===== config.mk =====
export PLATFORM = sky130hd
export DESIGN_NAME = bus_owner_switcher
export DESIGN_NICKNAME = d
export VERILOG_FILES = /design/src/rtl/bus_owner_switcher.sv
export SDC_FILE = /design/constraint.sdc
export NUM_CORES = 1
export LEC_CHECK = 0
export BUFFER_PORTS_ARGS = -buffer_cell sky130_fd_sc_hd__buf_4
export CAP_MARGIN = 20
export CORE_MARGIN = 2
export CORE_UTILIZATION = 31
export DETAILED_ROUTE_END_ITERATION = 6
export GPL_ROUTABILITY_DRIVEN = 0
export PLACE_DENSITY_LB_ADDON = 0.3
export SYNTH_ARGS = -nofsm -noshare
export SYNTH_HDL_FRONTEND = slang
export SYNTH_SLANG_ARGS = --single-unit

===== constraint.sdc =====
create_clock -name clk -period 2.01 [get_ports clk]
set_clock_uncertainty 0.15 [all_clocks]
set_input_delay 0.201 -clock clk [delete_from_list [all_inputs] [get_ports clk]]
set_output_delay 0.201 -clock clk [all_outputs]
set_load 0.05 [all_outputs]

===== src/rtl/bus_owner_switcher.sv =====
// rtl/bus_owner_switcher.sv - shares one SRAM bus among several masters, one word per grant
// Ownership moves only in IDLE; every grant runs SETUP, STROBE, HOLD and a TURN cycle.
module bus_owner_switcher #(
  parameter int NUM_MASTERS = 2,
  parameter int SEL_W       = 1,
  parameter int ADDR_W      = 18,
  parameter int DATA_W      = 16,
  parameter int WAIT_CYCLES = 1
) (
  input  logic                          clk,
  input  logic                          rst,
  input  logic [SEL_W-1:0]              sel,
  input  logic                          rr_en,
  input  logic [NUM_MASTERS-1:0]        m_req,
  input  logic [NUM_MASTERS-1:0]        m_we,
  input  logic [NUM_MASTERS*ADDR_W-1:0] m_addr,
  input  logic [NUM_MASTERS*DATA_W-1:0] m_wdata,
  output logic [NUM_MASTERS-1:0]        m_ack,
  output logic [DATA_W-1:0]             m_rdata,
  output logic [SEL_W-1:0]              owner,
  output logic                          busy,
  output logic [ADDR_W-1:0]             ram_addr,
  output logic [DATA_W-1:0]             ram_dout,
  output logic                          ram_dout_en,
  input  logic [DATA_W-1:0]             ram_din,
  output logic                          ram_en_n,
  output logic                          ram_oe_n,
  output logic                          ram_we_n
);

  localparam logic [2:0] S_IDLE   = 3'd0;
  localparam logic [2:0] S_SETUP  = 3'd1;
  localparam logic [2:0] S_STROBE = 3'd2;
  localparam logic [2:0] S_HOLD   = 3'd3;
  localparam logic [2:0] S_TURN   = 3'd4;
  localparam int CNT_W = $clog2(WAIT_CYCLES + 1);

  logic [2:0]       state;
  logic [CNT_W-1:0] wait_cnt;
  logic             cur_we;
  logic [SEL_W-1:0] cand;
  logic             cand_hit;
  logic             cand_we;
  logic [ADDR_W-1:0] cand_addr;
  logic [DATA_W-1:0] cand_wdata;

  // Round-robin scans owner+1 upward with wrap, so the current owner is looked at last.
  always_comb begin
    cand     = owner;
    cand_hit = 1'b0;
    if (rr_en) begin
      for (int k = 1; k <= NUM_MASTERS; k++) begin
        if (!cand_hit && |(m_req & (NUM_MASTERS'(1) << ((int'(owner) + k) % NUM_MASTERS)))) begin
          cand     = SEL_W'((int'(owner) + k) % NUM_MASTERS);
          cand_hit = 1'b1;
        end
      end
    end else begin
      if (int'(sel) < NUM_MASTERS) cand = sel;
      cand_hit = |(m_req & (NUM_MASTERS'(1) << cand));
    end
    cand_we    = |(m_we & (NUM_MASTERS'(1) << cand));
    cand_addr  = ADDR_W'(m_addr >> (int'(cand) * ADDR_W));
    cand_wdata = DATA_W'(m_wdata >> (int'(cand) * DATA_W));
  end

  always_ff @(posedge clk) begin
    if (rst) begin
      state       <= S_IDLE;
      wait_cnt    <= '0;
      cur_we      <= 1'b0;
      owner       <= '0;
      busy        <= 1'b0;
      m_ack       <= '0;
      m_rdata     <= '0;
      ram_addr    <= '0;
      ram_dout    <= '0;
      ram_dout_en <= 1'b0;
      ram_en_n    <= 1'b1;
      ram_oe_n    <= 1'b1;
      ram_we_n    <= 1'b1;
    end else begin
      m_ack <= '0;
      case (state)
        S_IDLE: begin
          owner <= cand;
          if (cand_hit) begin
            state    <= S_SETUP;
            busy     <= 1'b1;
            cur_we   <= cand_we;
            ram_addr <= cand_addr;
            ram_en_n <= 1'b0;
            if (cand_we) begin
              ram_dout    <= cand_wdata;
              ram_dout_en <= 1'b1;
            end
          end
        end
        S_SETUP: begin
          state    <= S_STROBE;
          wait_cnt <= CNT_W'(WAIT_CYCLES - 1);
          if (cur_we) ram_we_n <= 1'b0;
          else        ram_oe_n <= 1'b0;
        end
        S_STROBE: begin
          if (wait_cnt == '0) begin
            state    <= S_HOLD;
            ram_we_n <= 1'b1;
            ram_oe_n <= 1'b1;
            m_ack    <= NUM_MASTERS'(1) << owner;
            if (!cur_we) m_rdata <= ram_din;
          end else begin
            wait_cnt <= wait_cnt - CNT_W'(1);
          end
        end
        S_HOLD: begin
          state       <= S_TURN;
          ram_en_n    <= 1'b1;
          ram_dout_en <= 1'b0;
        end
        S_TURN: begin
          state <= S_IDLE;
          busy  <= 1'b0;
        end
        default: begin
          state       <= S_IDLE;
          busy        <= 1'b0;
          ram_en_n    <= 1'b1;
          ram_oe_n    <= 1'b1;
          ram_we_n    <= 1'b1;
          ram_dout_en <= 1'b0;
        end
      endcase
    end
  end

endmodule

# --- Word-level counts from Yosys, hierarchy flattened ---
# Cells that the tools add are included.
totals:
  register_bits: 63
  output_inout_bits: 58
op_classes:
  add_sub_neg: 3
  mul: 1
  n_eq_ne: 9
  n_shift: 7
  n_mux: 25
  bitwise_logic: 12
  n_reduce_logical: 21
op_table:
  columns: ["operator", "n"]
  rows:
  - ["1-bit by 32-bit left shift with 2-bit output, first input constant", 2]
  - ["36-bit by 6-bit >> shifter with 18-bit output", 1]
  - ["32-bit by 5-bit >> shifter with 16-bit output", 1]
  - ["1-bit two-way mux", 16]
  - ["3-bit AND reduction", 5]
  - ["3-bit case mux with 4 select lines", 1]
  - ["3-bit OR reduction", 4]
  - ["2-bit inequality test, second input constant", 5]
  - ["2-bit AND", 4]
  - ["1-bit case mux with 2 select lines", 4]
  - ["2-bit AND reduction", 4]
  - ["2-bit OR reduction", 4]
  - ["3-bit by 2-bit equality test with 1-bit output, second input constant", 2]
  - ["3-bit two-way mux", 2]
  - ["1-bit NOT", 6]
  - ["1-bit case mux with 3 select lines", 2]
  - ["1-bit by 1-bit left shift with 2-bit output, first input constant", 3]
  - ["1-bit by 4-bit multiplier with 5-bit output, second input constant", 1]
  - ["3-bit by 1-bit equality test with 1-bit output, second input constant", 1]
  - ["3-bit equality test, second input constant", 1]
  - ["3-bit logical NOT", 1]
  - ["1-bit adder, second input constant", 2]
  - ["1-bit AND, first input constant", 2]
  - ["2-bit nonzero test", 1]
  - ["other kinds (3)", 3]

# --- Depth between registers and ports, before layout ---
logic_depth:
  ltp_word: 17
  ltp_mapped: 7
  mapped_depth_nobuf: 4

# --- Worst setup path after synthesis ---
# OpenSTA, ideal clock, no wires.
synth_timing:
  path_type: "reg2reg"
  start: "register owner"
  end: "register ram_dout[10]"
  setup_ns: 0.072
  arrival_ns: 1.894
  setup_slack_ns: -0.106
  path_stages_with_launch: 8
  n_path_buf: 3
  synth_period_minus_slack_ns: 2.116
  cell_sequence: "dfxtp_1 -> nand2b_1 -> buf_2 -> a21oi_1 -> o31ai_1 -> buf_6 -> buf_6 -> mux2i_1"
synth_via:
  elab_chain_len: 15
synth_rtl:
  columns: ["element", "line_no", "rtl"]
  rows:
  - ["start: declaration", "20", "output logic [SEL_W-1:0] owner,"]
  - ["start signal: assignment", "86", "owner <= cand;"]
  - ["parallel branches: the longest is 15 deep, another holds 1-bit adder", null, null]
  - ["end signal: assignment", "94", "ram_dout <= cand_wdata;"]
  - ["end: declaration", "23", "output logic [DATA_W-1:0] ram_dout,"]
# Several ways; the timed one is not identified. The select of a mux whose other input is x is not followed.
# A chain may end at the register's enable or synchronous reset.

# --- Worst setup path after layout ---
layout_timing:
  start: "register state[0]"
  end: "register ram_addr[14]"
layout_via:
  elab_chain_len: 2
layout_rtl:
  columns: ["element", "line_no", "rtl"]
  rows:
  - ["start: declaration", "38", "logic [2:0] state;"]
  - ["start signal: assignment", "69", "state <= S_IDLE;"]
  - ["start signal: assignment", "88", "state <= S_SETUP;"]
  - ["start signal: assignment", "100", "state <= S_STROBE;"]
  - ["3-bit logical NOT", "84", "case (state)"]
  - ["2-bit AND reduction (no source line)", null, null]
  - ["end signal: assignment", "91", "ram_addr <= cand_addr;"]
  - ["end: declaration", "22", "output logic [ADDR_W-1:0] ram_addr,"]
# No other way between the ends.

==> results.py <==
metrics = {
    "outcome": {
        "outcome": "complete, no violations",
    },
    "pwr": {
        "p_int_w": 0.00275,
        "power_frac_comb_pct": 35.6,
        "leakagePower_nw": 2.29,
        "ir_worst_vdd_uv": 370,
        "power_w": 0.00422,
        "power.switching_w": 0.00147,
        "power_frac_seq_pct": 34.5,
        "clockPowerShare_pct": 29.9,
        "powerDensity_nw_per_um2": 832,
        "switching_share_pct": 34.9,
    },
    "flow_run": {
        "maxCapViolCount": 0,
    },
    "route": {
        "drtPass1Iterations": 4,
        "ant_nets": 0,
        "via_count": 3578,
        "postRouteWirelength_um": 10000,
        "wl_per_cell_um": 13.7,
        "wirelength_met1_um": 4230,
        "drc": 0,
        "met2_length_um": 4750,
        "routed-wl-met3_um": 614,
        "via_per_inst": 4.90,
        "first_iter_violations": 142,
        "top_layer_used": "met4",
    },
    "placement": {
        "dp_hpwl_um": 6680,
        "port_buffers": 149,
    },
    "yosys": {
        "syn_inst": 405,
        "synth_nets": 497,
        "synth.distinct_cells": 34,
        "seq_area_frac_synth_pct": 40.3,
        "synth_area_um2": 3080,
        "synth.avg_cell_area_um2": 7.60,
        "ys_ff_latch": 62,
        "yosysWarnings": 0,
    },
    "critical_path": {
        "cp_top_family": "compound AO/OA/AOI/OAI gates",
        "cp_num_buf_inv": 1,
        "rr_worst_depth": 5,
        "max_stage_delay_ns": 0.42,
        "regToRegEndpoint": "ram_addr[14]",
        "startpoint": "state[0]",
        "crit_path_cell_trace": "or3_4 > a211oi_4 > buf_4 > o21ai_0 > a31oi_1",
        "critPathKind": "reg -> reg",
        "r2r_slack_ns": 0.09,
        "worstPathArrival_ns": 2.03,
        "worst_setup_path_start_kind": "register",
        "r2r-start": "state[0]",
        "cp.required_ns": 2.11,
        "crit_fanout": 25,
        "slowest_stage": "or3_4",
        "crit_path_end_kind": "register",
    },
    "cells_and_area": {
        "fillCellCount": 903,
        "finalCoreUtilization_pct": 52.4,
        "n_antenna_cell": 0,
        "drive_above_1_share_pct": 31.8,
        "nets": 684,
        "synthToLayoutAreaGrowth_pct": 64.8,
    },
    "global_routing": {
        "grt-ovfl-total": 0,
        "grt_pass1_vias": 3426,
        "grt_pass1_wl_um": 16300,
        "antenna_found_initial": 0,
        "track_usage_pct": 18.3,
        "grt_max_degree": 49,
    },
    "timing": {
        "fmax_mhz": 520,
        "worstMarginPinSlew_ns": 0.538,
        "fin_setup_tns_ns": 0,
        "relSlewSlack_pct": 64.0,
        "timing.hold.ws_ns": 0.0128,
        "setup_viol": 0,
        "rsz0062_at_grt": "no",
        "maxSlewViolCount": 0,
        "fin_crit_ns": 1.92,
        "hold_viol_final": 0,
        "finalCritPeriodShare_pct": 95.7,
    },
    "die": {
        "fp.coreArea_um2": 9680,
        "rows": 36,
        "die_area_um2": 10700,
        "initial_core_util_pct": 31.8,
        "dieWidth_um": 104,
        "die_height_um": 104,
        "ios": 150,
    },
    "clock_network": {
        "cts_max_level": 3,
        "clk_latency_ns": 0.33,
        "root_buffer": "clkbuf_8",
        "clock-sinks": 62,
        "post_cts_resized": 0,
        "cts_buffer_depth": 2,
        "cts_tree": "done",
        "cts_buffers": 9,
        "clk_pin_slew_worst_paths_ns": 0.07,
    },
    "hold_path": {
        "hold_path.class": "in -> reg",
        "whs_path_depth": 3,
        "min_to": "ram_addr[7]",
        "hold_start": "m_addr[25]",
    },
}
-- state kept, by name, summed over array words and instances, names as in the netlist --
| name | cells |
|---|---|
| cur_we | 1 |
| ram_we_n | 1 |
| ram_oe_n | 1 |
| m_rdata | 16 |
| ram_dout | 16 |
| busy | 1 |
| ram_en_n | 1 |
| m_ack | 2 |
| ram_addr | 18 |
| ram_dout_en | 1 |
| state | 3 |
| owner | 1 |
-- cells by family (layout without fill, tap and decap cells) --
group                    count (synthesis)  in the layout  synth area share, %
multiplexers                            18             18                 5.85
flip-flops                              62             62                 40.3
adder cells (fa/ha/maj)                  1              1                0.325
AND/OR/NAND/NOR                        161            161                 23.6
XOR/XNOR                                 1              1                0.285
buffers and inverters                   43            235                 6.42
AO/OA/AOI/OAI                          119            119                 23.2
-- worst max path at each step --
| stage | to | cells past startpoint | slack, ns |
|---|---|---|---|
| final | ram_addr[14] | 5 | 0.09 |
| after floorplan | ram_dout[10] | 7 | 0.10 |
| after CTS | ram_addr[14] | 5 | 0.09 |
| after global placement | cur_we | 5 | 0.24 |
| after detailed placement | ram_addr[14] | 5 | 0.09 |
| after global routing | ram_addr[14] | 5 | 0.02 |
-- layer usage --
metal	vias up	global-route usage (%)
met5	-	0
met3	39	3.71
met2	159	30.2
met4	0	10.1
met1	1597	22.4
li1	1783	-
-- cells in the final DEF (no fill, tap or decap), drive strengths merged, types with 2 or more instances in the layout --
cell,synthesis,layout
buf,16,167
nand2,104,104
dfxtp,62,62
dlygate4sd3,0,49
o21ai,39,39
a31oi,36,36
nor3,21,21
a21oi,20,20
mux2i,18,18
o31ai,18,18
and2,16,16
clkbuf,24,13
nor2,6,6
nand2b,4,4
nor2b,3,3
inv,2,2
nor3b,2,2
bufinv,0,2
a211oi,2,2
clkinv,1,2
-- area by class of cell --
type | count | area (um^2) | area share [%]
Clock buffer | 13 | 169 | 3.33
Sequential cell | 62 | 1240 | 24.5
Tap cell | 133 | 166 | 3.28
Multi-Input combinational cell | 300 | 1660 | 32.7
Clock inverter | 3 | 65.1 | 1.28
Timing Repair Buffer | 216 | 1760 | 34.6
Inverter | 3 | 11.3 | 0.222
-- Yosys cell counts, drive strengths merged --
cell | instances | area (um^2)
clkinv | 1 | 3.75
nor2 | 6 | 22.5
or4b | 1 | 10.0
dfxtp | 62 | 1240
a2111oi | 1 | 8.76
a31o | 1 | 8.76
and2 | 16 | 100
nor3 | 21 | 105
nand2 | 104 | 390
nor3b | 2 | 15.0
and3 | 1 | 6.26
o21ai | 39 | 195
a21o | 1 | 7.51
nor4b | 1 | 15.0
nor2b | 3 | 18.8
clkbuf | 24 | 90.1
a31oi | 36 | 231
buf | 16 | 96.3
maj3 | 1 | 10.0
nor4 | 1 | 6.26
xnor2 | 1 | 8.76
or3 | 1 | 11.3
mux2i | 18 | 180
a211oi | 2 | 20.0
o31ai | 18 | 135
a21oi | 20 | 100
inv | 2 | 7.51
a21boi | 1 | 7.51
nand2b | 4 | 25.0
-- power groups by stage --
stage	Clock, W	Combinational, W	Sequential, W
final	0.00126	0.00150	0.00145
after floorplan	0	0.000489	0.00192
after CTS	0.00129	0.00150	0.00145
after global routing	0.00135	0.00160	0.00147
after global placement	0	0.00141	0.00148
after detailed placement	0	0.00142	0.00148
-- stage by stage --
| stage | instance area, um^2 | cells | worst slack (ns) |
|---|---|---|---|
| after floorplan | 3080 | 405 | 0.100 |
| after global placement | 4350 | 665 | 0.241 |
| after detailed placement | 4350 | 665 | 0.0918 |
| after CTS | 5070 | 730 | 0.0873 |
| after global routing | 5070 | 730 | 0.0226 |
| final | 5070 | 730 | 0.0857 |
-- worst reg2reg max path: cells and delay by family (launching register included) --
| kind | cells | cell delay, ns |
|---|---|---|
| AOI/OAI and AO/OA | 3 | 0.65 |
| and+or+nand+nor | 1 | 0.42 |
| DFF | 1 | 0.33 |
| buffers and inverters | 1 | 0.31 |
-- what timing repair did --
item                      in CTS  in global routing
setup buffers                  0                  0
hold buffers                  49                  0
hold endpoints to repair      33                  0
Power figures use the tool's default switching activity.
